[src/rtl/instr_buffer_if.sv]
// rtl/instr_buffer_if.sv - fetch-response, decode and control signals of the instruction buffer
interface instr_buffer_if #(
   parameter int DEPTH = 4
);
   localparam int CW = $clog2(DEPTH) + 1;

   logic          flush_i;
   logic          ic_rsp_valid_i;
   logic          ic_rsp_ready_o;
   logic [31:0]   ic_rsp_data_i;
   logic [31:0]   ic_rsp_pc_i;
   logic          ic_rsp_epoch_i;
   logic          epoch_o;
   logic          instr_valid_o;
   logic          instr_ready_i;
   logic [31:0]   instr_o;
   logic [31:0]   pc_o;
   logic [CW-1:0] count_o;
   logic          stale_drop_o;

   modport slave (
      input  flush_i, ic_rsp_valid_i, ic_rsp_data_i, ic_rsp_pc_i, ic_rsp_epoch_i, instr_ready_i,
      output ic_rsp_ready_o, epoch_o, instr_valid_o, instr_o, pc_o, count_o, stale_drop_o
   );

   modport master (
      output flush_i, ic_rsp_valid_i, ic_rsp_data_i, ic_rsp_pc_i, ic_rsp_epoch_i, instr_ready_i,
      input  ic_rsp_ready_o, epoch_o, instr_valid_o, instr_o, pc_o, count_o, stale_drop_o
   );
endinterface

[src/rtl/instr_buffer.sv]
// rtl/instr_buffer.sv - epoch-tagged instruction FIFO between fetch and decode
// Responses carrying an old epoch are dropped so a redirect never leaks wrong-path instructions.
module instr_buffer #(
   parameter int          DEPTH     = 4,
   parameter logic [31:0] NOP_INSTR = 32'h0000_0013
) (
   input  logic           clk_i,
   input  logic           rst_i,
   instr_buffer_if.slave  bus
);
   localparam int AW = $clog2(DEPTH);

   logic [AW:0]   wr_ptr;
   logic [AW:0]   rd_ptr;
   logic [31:0]   instr_mem [DEPTH];
   logic [31:0]   pc_mem    [DEPTH];
   logic          epoch_q;
   logic          stale_q;

   logic          empty;
   logic          full;
   logic          rsp_hs;
   logic          accept;
   logic          stale;
   logic          deq;

   assign empty = (wr_ptr == rd_ptr);
   assign full  = (wr_ptr[AW-1:0] == rd_ptr[AW-1:0]) && (wr_ptr[AW] != rd_ptr[AW]);

   // Reset gating keeps both handshakes closed while rst_i is high, not just after the edge.
   assign bus.ic_rsp_ready_o = !full && !bus.flush_i && !rst_i;
   assign bus.instr_valid_o  = !empty && !bus.flush_i && !rst_i;

   assign rsp_hs = bus.ic_rsp_valid_i && bus.ic_rsp_ready_o;
   assign accept = rsp_hs && (bus.ic_rsp_epoch_i == epoch_q);
   assign stale  = rsp_hs && (bus.ic_rsp_epoch_i != epoch_q);
   assign deq    = bus.instr_valid_o && bus.instr_ready_i;

   assign bus.count_o      = wr_ptr - rd_ptr;
   assign bus.epoch_o      = epoch_q;
   assign bus.stale_drop_o = stale_q;
   assign bus.instr_o      = empty ? NOP_INSTR : instr_mem[rd_ptr[AW-1:0]];
   assign bus.pc_o         = empty ? 32'h0     : pc_mem[rd_ptr[AW-1:0]];

   always_ff @(posedge clk_i or posedge rst_i) begin
      if (rst_i) begin
         wr_ptr  <= '0;
         rd_ptr  <= '0;
         epoch_q <= 1'b0;
         stale_q <= 1'b0;
      end else if (bus.flush_i) begin
         wr_ptr  <= '0;
         rd_ptr  <= '0;
         epoch_q <= !epoch_q;
         stale_q <= 1'b0;
      end else begin
         stale_q <= stale;
         if (accept) begin
            wr_ptr <= wr_ptr + 1'b1;
         end
         if (deq) begin
            rd_ptr <= rd_ptr + 1'b1;
         end
      end
   end

   always_ff @(posedge clk_i) begin
      if (accept) begin
         instr_mem[wr_ptr[AW-1:0]] <= bus.ic_rsp_data_i;
         pc_mem[wr_ptr[AW-1:0]]    <= bus.ic_rsp_pc_i;
      end
   end
endmodule

[src/flat_wrapper.sv]
// flat-port wrapper written by rule: the top's interface ports become plain ports
module instr_buffer_flat 
#(
   parameter int          DEPTH     = 4,
   parameter logic [31:0] NOP_INSTR = 32'h0000_0013
)
  (clk_i, rst_i, bus_flush_i, bus_ic_rsp_valid_i, bus_ic_rsp_data_i, bus_ic_rsp_pc_i, bus_ic_rsp_epoch_i, bus_instr_ready_i, bus_ic_rsp_ready_o, bus_epoch_o, bus_instr_valid_o, bus_instr_o, bus_pc_o, bus_count_o, bus_stale_drop_o);
  instr_buffer_if #(.DEPTH(DEPTH)) bus_i ();
  input  logic clk_i;
  input  logic rst_i;
  input wire logic [$bits(bus_i.flush_i)-1:0] bus_flush_i;
  input wire logic [$bits(bus_i.ic_rsp_valid_i)-1:0] bus_ic_rsp_valid_i;
  input wire logic [$bits(bus_i.ic_rsp_data_i)-1:0] bus_ic_rsp_data_i;
  input wire logic [$bits(bus_i.ic_rsp_pc_i)-1:0] bus_ic_rsp_pc_i;
  input wire logic [$bits(bus_i.ic_rsp_epoch_i)-1:0] bus_ic_rsp_epoch_i;
  input wire logic [$bits(bus_i.instr_ready_i)-1:0] bus_instr_ready_i;
  output wire logic [$bits(bus_i.ic_rsp_ready_o)-1:0] bus_ic_rsp_ready_o;
  output wire logic [$bits(bus_i.epoch_o)-1:0] bus_epoch_o;
  output wire logic [$bits(bus_i.instr_valid_o)-1:0] bus_instr_valid_o;
  output wire logic [$bits(bus_i.instr_o)-1:0] bus_instr_o;
  output wire logic [$bits(bus_i.pc_o)-1:0] bus_pc_o;
  output wire logic [$bits(bus_i.count_o)-1:0] bus_count_o;
  output wire logic [$bits(bus_i.stale_drop_o)-1:0] bus_stale_drop_o;
  assign bus_i.flush_i = bus_flush_i;
  assign bus_i.ic_rsp_valid_i = bus_ic_rsp_valid_i;
  assign bus_i.ic_rsp_data_i = bus_ic_rsp_data_i;
  assign bus_i.ic_rsp_pc_i = bus_ic_rsp_pc_i;
  assign bus_i.ic_rsp_epoch_i = bus_ic_rsp_epoch_i;
  assign bus_i.instr_ready_i = bus_instr_ready_i;
  assign bus_ic_rsp_ready_o = bus_i.ic_rsp_ready_o;
  assign bus_epoch_o = bus_i.epoch_o;
  assign bus_instr_valid_o = bus_i.instr_valid_o;
  assign bus_instr_o = bus_i.instr_o;
  assign bus_pc_o = bus_i.pc_o;
  assign bus_count_o = bus_i.count_o;
  assign bus_stale_drop_o = bus_i.stale_drop_o;
  instr_buffer #(.DEPTH(DEPTH), .NOP_INSTR(NOP_INSTR)) u_core (.clk_i(clk_i), .rst_i(rst_i), .bus(bus_i));
endmodule
[config.mk]
export PLATFORM = sky130hd
export DESIGN_NAME = instr_buffer_flat
export DESIGN_NICKNAME = d
export VERILOG_FILES = /design/src/rtl/instr_buffer_if.sv /design/src/rtl/instr_buffer.sv /design/src/flat_wrapper.sv
export SDC_FILE = /design/constraint.sdc
export NUM_CORES = 1
export LEC_CHECK = 0
export CAP_MARGIN = 20
export CORE_MARGIN = 2
export CORE_UTILIZATION = 45
export CTS_CLUSTER_DIAMETER = 100
export DETAILED_ROUTE_END_ITERATION = 6
export GPL_TIMING_DRIVEN = 0
export PLACE_DENSITY = 0.68
export SKIP_LAST_GASP = 1
export SYNTH_ARGS = -nofsm -noshare
export SYNTH_HDL_FRONTEND = slang
export SYNTH_SLANG_ARGS = --single-unit
[constraint.sdc]
create_clock -name clk_i -period 6.65 [get_ports clk_i]
set_clock_uncertainty 0.1 [all_clocks]
set_input_delay 1.33 -clock clk_i [delete_from_list [all_inputs] [get_ports clk_i]]
set_output_delay 1.33 -clock clk_i [all_outputs]
set_load 0.01 [all_outputs]
==> results of run 1 <==
area by class of cell:
cell class / instances / area share [%]
clock buffer: 28 / 5.220
buffer: 22 / 1.067
multi-input combinational: 170 / 16.96
inverter: 7 / 0.2211
sequential: 264 / 60.60
clock inverter: 18 / 1.586
tap: 285 / 2.740
timing repair buffer: 144 / 11.61
metal layers:
layer	vias to the layer above	share of wire, %
li1	2219	-
met1	2576	41
met2	135	51
met3	38	5.5
met4	2	2.4
met5	-	0.057
placed cells by master (no fill, tap or decap), types with 3 or more instances in the layout:
cell / n
and2_4: 3
mux4_2: 64
nor2b_1: 63
clkbuf_1: 4
dfrtp_1: 8
o2111ai_1: 3
or2_1: 3
nor2_1: 4
clkinvlp_4: 4
buf_2: 12
clkbuf_16: 27
clkinv_1: 4
edfxtp_1: 256
mux2i_1: 3
xnor2_1: 3
clkdlybuf4s50_1: 140
clkinv_4: 3
ha_1: 7
clkinv_2: 3
bufinv_16: 4
nand2b_1: 4
buf_16: 4
buf_6: 5
inv_1: 6
logic make-up after synthesis:
kind of cell | Yosys count | share of synthesized area, %
AND/OR/NAND/NOR | 82 | 4.882
adder cells (fa/ha/maj) | 8 | 1.050
multiplexers | 69 | 14.57
AO/OA/AOI/OAI | 6 | 0.5249
XOR/XNOR | 5 | 0.4272
flip-flops | 264 | 76.93
buffers and inverters | 29 | 1.611
worst reg2reg max path: cells and delay by family, from the launching register on:
kind                       cells  cell delay (ns)
buffers and inverters          4             1.05
and+or+nand+nor                2             0.68
DFF                            1             0.50
adders and majority gates      1             0.31
AOI/OAI and AO/OA              1             0.29
path summary, 6_finish.rpt:
check | startpoint | endpoint | slack (ns) | depth (start not counted)
min in group asynchronous | rst_i | u_core.rd_ptr[2] | 1.09 | 2
min | u_core.bus.epoch_o | u_core.bus.epoch_o | 0.43 | 1
max in group asynchronous | rst_i | u_core.rd_ptr[0] | 5.08 | 2
min reg2reg | u_core.bus.epoch_o | u_core.bus.epoch_o | 0.43 | 1
max | u_core.rd_ptr[1] | bus_instr_o[18] | 1.61 | 10
max reg2reg | u_core.rd_ptr[1] | u_core.pc_mem[1][31] | 3.35 | 8
registers in the layout (all words and copies together), names as in the netlist:
name and cells:
u_core.instr_mem 128, u_core.pc_mem 128, u_core.rd_ptr 3, u_core.wr_ptr 3, u_core.bus.epoch_o 1, u_core.bus.stale_drop_o 1
power breakdown:
part	leakage (nW)	switching (mW)	internal, mW
combinational	1.30	0.223	0.260
sequential	2.41	0.0129	1.86
clock	0.421	0.597	0.895
==> run metrics, run 1 <==
status=completed; 1st-pass router iterations=4; CTS tree=yes; Critical Path RT=5.22 ns; synthesized area=0.01025 mm2; power density over cell area=295.9 mW/mm2; #FFs+latches synth=264; Max transition margin=57.98%; met2 Track Usage GR=28.47%; CP Capture Type=output pin; critical path class=flop to output pin; die area=0.02401 mm2; core box area=0.02250 mm2; critical-path maximum fanout=10; GR peak layer=met2; vias in the first global route=5452; layout cell share with drive strength beyond 1=20.06%; Via-to-Cell Ratio=5.299; hold_ws=0.4348 ns; leading cell types by total area after synthesis=edfxtp_1 75%, mux4_2 14%, nor2b_1 3.8%; DP Cell Count=892; Post-synth top flop=edfxtp_1; count of final setup violators=0; Worst Path Buf+Inv=6; Post-layout nets=714; Max Slew Vio Count=0; Reg area=0.007888 mm2; Avg Inst Size Synth=22.14 um2; cts hold-fix bufs=0; Placement Rows=55; most common cell in the netlist=edfxtp_1; DR WL/cell=20.49 um; port bufs=140; Placed Area=0.01213 mm2; RSZ-0062 raised after global routing=false; Post-CTS Setup Bufs=0; CP top delay family=buffers and inverters; largest net degree at the start of global routing=59; Synth area leader=edfxtp_1; syn nets=541; initial antenna violation count=1; gr ovfl total=0; Worst path slowest cell=clkdlybuf4s50_1; post-CTS sizing=0; Worst-path clk slew=0.06 ns; global-route wire length before repair=29.97 mm; share of the synthesized area in the top cell type=74.98%; Placer Congestion=0.7489; Async S/R FF share, synth=3.030%; routing usage on met3=3.733%; Post-DP HPWL=11.74 mm; synth cell count leaders=256 x edfxtp_1, 64 x mux4_2, 63 x nor2b_1; IO Pins=141; H-Tree Depth=1; Cells after Synth=463; Hold/Removal Path Class=flop to flop; maximum VDD drop=0.2206 mV; Skew-Pair Late Insertion Delay=0.52 ns; GRT Util Overall=16.27%; Area Growth Syn to Fin=26.96%; Yosys warning count=0; final hold violations=0; TritonCTS Buffers=27; initial core utilization=45.56%; Leak Pwr=4.138 nW; multi-input combinational cell area=0.002207 mm2; # diodes=0; Worst-Margin Slew=0.6303 ns; design area=0.01302 mm2; Final ANT Viol Nets=0; die height=154.9 um; DR iter-0 viols=205; utilization after layout=57.84%; Pwr Total=3.852 mW; final worst slack=1.610 ns; number of synthesized flops with an enable pin=256; final period utilization=75.80%; fin crit period=5.040 ns; sequential area share after synthesis=76.93%; Fin Setup TNS=0 ns; routed via count=4970; CTS sink count=264; clock tree buffer depth=3; DRT Wirelength=19.22 mm; final instance count without filler cells=938; fill count=1678; CTS Root Cell=clkbuf_16; CP startpoint kind=flop; Worst Path Arrival=3.61 ns; Placement Setup Slack=2.083 ns; Crit path top cell by count=buf_2; max incr delay on CP=0.57 ns; met1 Track Usage GR=20.48%; DRC Markers=0; worst-path cell chain=buf_2, buf_2, inv_1, ha_1, nand2_1, nor2_1, buf_2, buf_2, nor2b_1, clkdlybuf4s50_1; Die X=154.9 um; Distinct cells, synth=26; Max Clock Freq=198.4 MHz; max-cap violations=0
(Power assumes the default switching activity.)
==> inputs of run 2 (changes only) <==
Settings changed: PLACE_DENSITY 0.68 to 0.7.
Clock period 6.65 ns to 4.2 ns, I/O delays scaled along.
==> run metrics, run 2 (synthesis results as in run 1) <==
status=completed (unchanged); GRT Util Overall=16.00% (was 16.27%); CTS Root Cell=clkbuf_16 (unchanged); Worst-Margin Slew=0.7020 ns (was 0.6303 ns); Max Clock Freq=247.4 MHz; CP Capture Type=output pin (unchanged); fill count=1648 (was 1678); Placement Rows=55 (unchanged); DP Cell Count=892 (unchanged); Post-CTS Setup Bufs=0 (unchanged); max-cap violations=0 (unchanged); 1st-pass router iterations=4 (unchanged); hold_ws=0.4249 ns (was 0.4348 ns); RSZ-0062 raised after global routing=false (unchanged); Leak Pwr=4.104 nW (was 4.138 nW); final instance count without filler cells=936 (was 938); DR iter-0 viols=289 (was 205); clock tree buffer depth=3 (unchanged); Skew-Pair Late Insertion Delay=0.51 ns (was 0.52 ns); fin crit period=4.041 ns; maximum VDD drop=0.2874 mV (was 0.2206 mV); largest net degree at the start of global routing=36 (was 59); die area=0.02401 mm2 (unchanged); power density over cell area=461.6 mW/mm2 (was 295.9 mW/mm2); count of final setup violators=0 (unchanged); final hold violations=0 (unchanged); Placer Congestion=0.7573 (was 0.7489); vias in the first global route=5407 (was 5452); Via-to-Cell Ratio=5.321 (was 5.299); core box area=0.02250 mm2 (unchanged); Hold/Removal Path Class=flop to flop (unchanged); initial core utilization=45.56% (unchanged); Final ANT Viol Nets=0 (unchanged); critical-path maximum fanout=19 (was 10); Post-layout nets=712 (was 714); gr ovfl total=0 (unchanged); port bufs=140 (unchanged); Worst Path Arrival=3.10 ns (was 3.61 ns); TritonCTS Buffers=26 (was 27); Post-DP HPWL=11.66 mm (was 11.74 mm); die height=154.9 um (unchanged); initial antenna violation count=0 (was 1); Worst-path clk slew=0.06 ns (about the same); multi-input combinational cell area=0.002210 mm2 (was 0.002207 mm2); Area Growth Syn to Fin=26.21% (was 26.96%); final period utilization=96.23%; H-Tree Depth=1 (unchanged); DRT Wirelength=19.07 mm (was 19.22 mm); Pwr Total=5.973 mW (was 3.852 mW); # diodes=0 (unchanged); CTS tree=yes (unchanged); CP startpoint kind=flop (unchanged); most frequent cells in the layout=256 x edfxtp_1, 140 x clkdlybuf4s50_1, 64 x mux4_2, 63 x nor2b_1, 27 x clkbuf_16 (unchanged); global-route wire length before repair=29.55 mm (was 29.97 mm); Max Slew Vio Count=0 (unchanged); Reg area=0.007889 mm2 (was 0.007888 mm2); commonest non-fill, non-tap cell in the layout=edfxtp_1 (unchanged); CTS sink count=264 (unchanged); routed via count=4980 (was 4970); DR WL/cell=20.38 um (was 20.49 um); Max transition margin=53.20% (was 57.98%); layout cell share with drive strength beyond 1=19.35% (was 20.06%); IO Pins=141 (unchanged); Die X=154.9 um (unchanged); Critical Path RT=3.26 ns (was 5.22 ns); critical path class=flop to output pin (unchanged); DRC Markers=0 (unchanged)
==> run 2: cell count changes in the layout (fill, tap and decap cells not counted), moves of 2 or more <==
| cell | change |
|---|---|
| clkinvlp_4 | -3 |
| buf_2 | -2 |
| clkinv_1 | +4 |
| buf_12 | +4 |
| clkinv_4 | -3 |
| buf_16 | -4 |
==> run 2: final timing paths <==
path | start | end | slack, ns | depth (start not counted)
worst min-delay path | u_core.bus.epoch_o | u_core.bus.epoch_o | 0.42 | 1
min in group asynchronous | rst_i | u_core.bus.epoch_o | 0.59 | 2
worst max-delay path | u_core.rd_ptr[1] | bus_instr_o[14] | 0.16 | 9
worst min register to register | u_core.bus.epoch_o | u_core.bus.epoch_o | 0.42 | 1
max in group asynchronous | rst_i | u_core.rd_ptr[1] | 3.10 | 2
worst max register to register | u_core.rd_ptr[1] | u_core.pc_mem[2][28] | 1.40 | 7
==> run 2: layer usage <==
layer  track usage [%]  vias up  part of all wire, %
li1                  -     2216                    -
met1             20.89     2579                   41
met2             27.94      158                   52
met3             3.120       27                  6.0
met4             3.968        0                  1.4
met5                 0        -                    0
==> run 2: per-stage QoR <==
| stage | utilization [%] | TNS, ns | area (um2) | setup slack (ns) |
|---|---|---|---|---|
| after floorplan | - | 0 | 10250 | 0.6022 |
| after CTS | 57.48 | 0 | 12930 | 0.03073 |
| after global placement | 53.37 | -260.18 | 12010 | -1.175 |
| final | 57.50 | 0 | 12940 | 0.1585 |
| after global routing | 57.50 | 0 | 12940 | 0.05555 |
| after detailed placement | 53.77 | 0 | 12100 | 0.1072 |
==> run 2: critical path: stages (launching register included) <==
cell and delay [ns]:
dfrtp_2 0.46, buf_8 0.24, inv_1 0.08, ha_1 0.31
nand2_2 0.14, nor2_1 0.07, buf_2 0.23, buf_2 0.24
nor2b_1 0.22, clkdlybuf4s50_1 0.58
==> run 2: what timing repair did <==
action                     CTS  global route
hold endpoints to repair     0             0
hold buffers                 0             0
gates resized for setup      3             2
setup endpoints to repair   65            38
==> run 2: area by class of cell <==
class / instances / share of cell area, %
Sequential cell: 264 / 60.97
Multi-Input combinational cell: 170 / 17.08
Timing Repair Buffer: 144 / 11.45
Clock buffer: 29 / 5.279
Tap cell: 285 / 2.756
Clock inverter: 16 / 1.141
Buffer: 21 / 1.112
Inverter: 7 / 0.2224
==> run 2: power breakdown <==
group / internal (mW) / switching (mW)
combinational: 0.410 / 0.354
clock: 1.34 / 0.896
sequential: 2.95 / 0.0202
total: 4.70 / 1.27
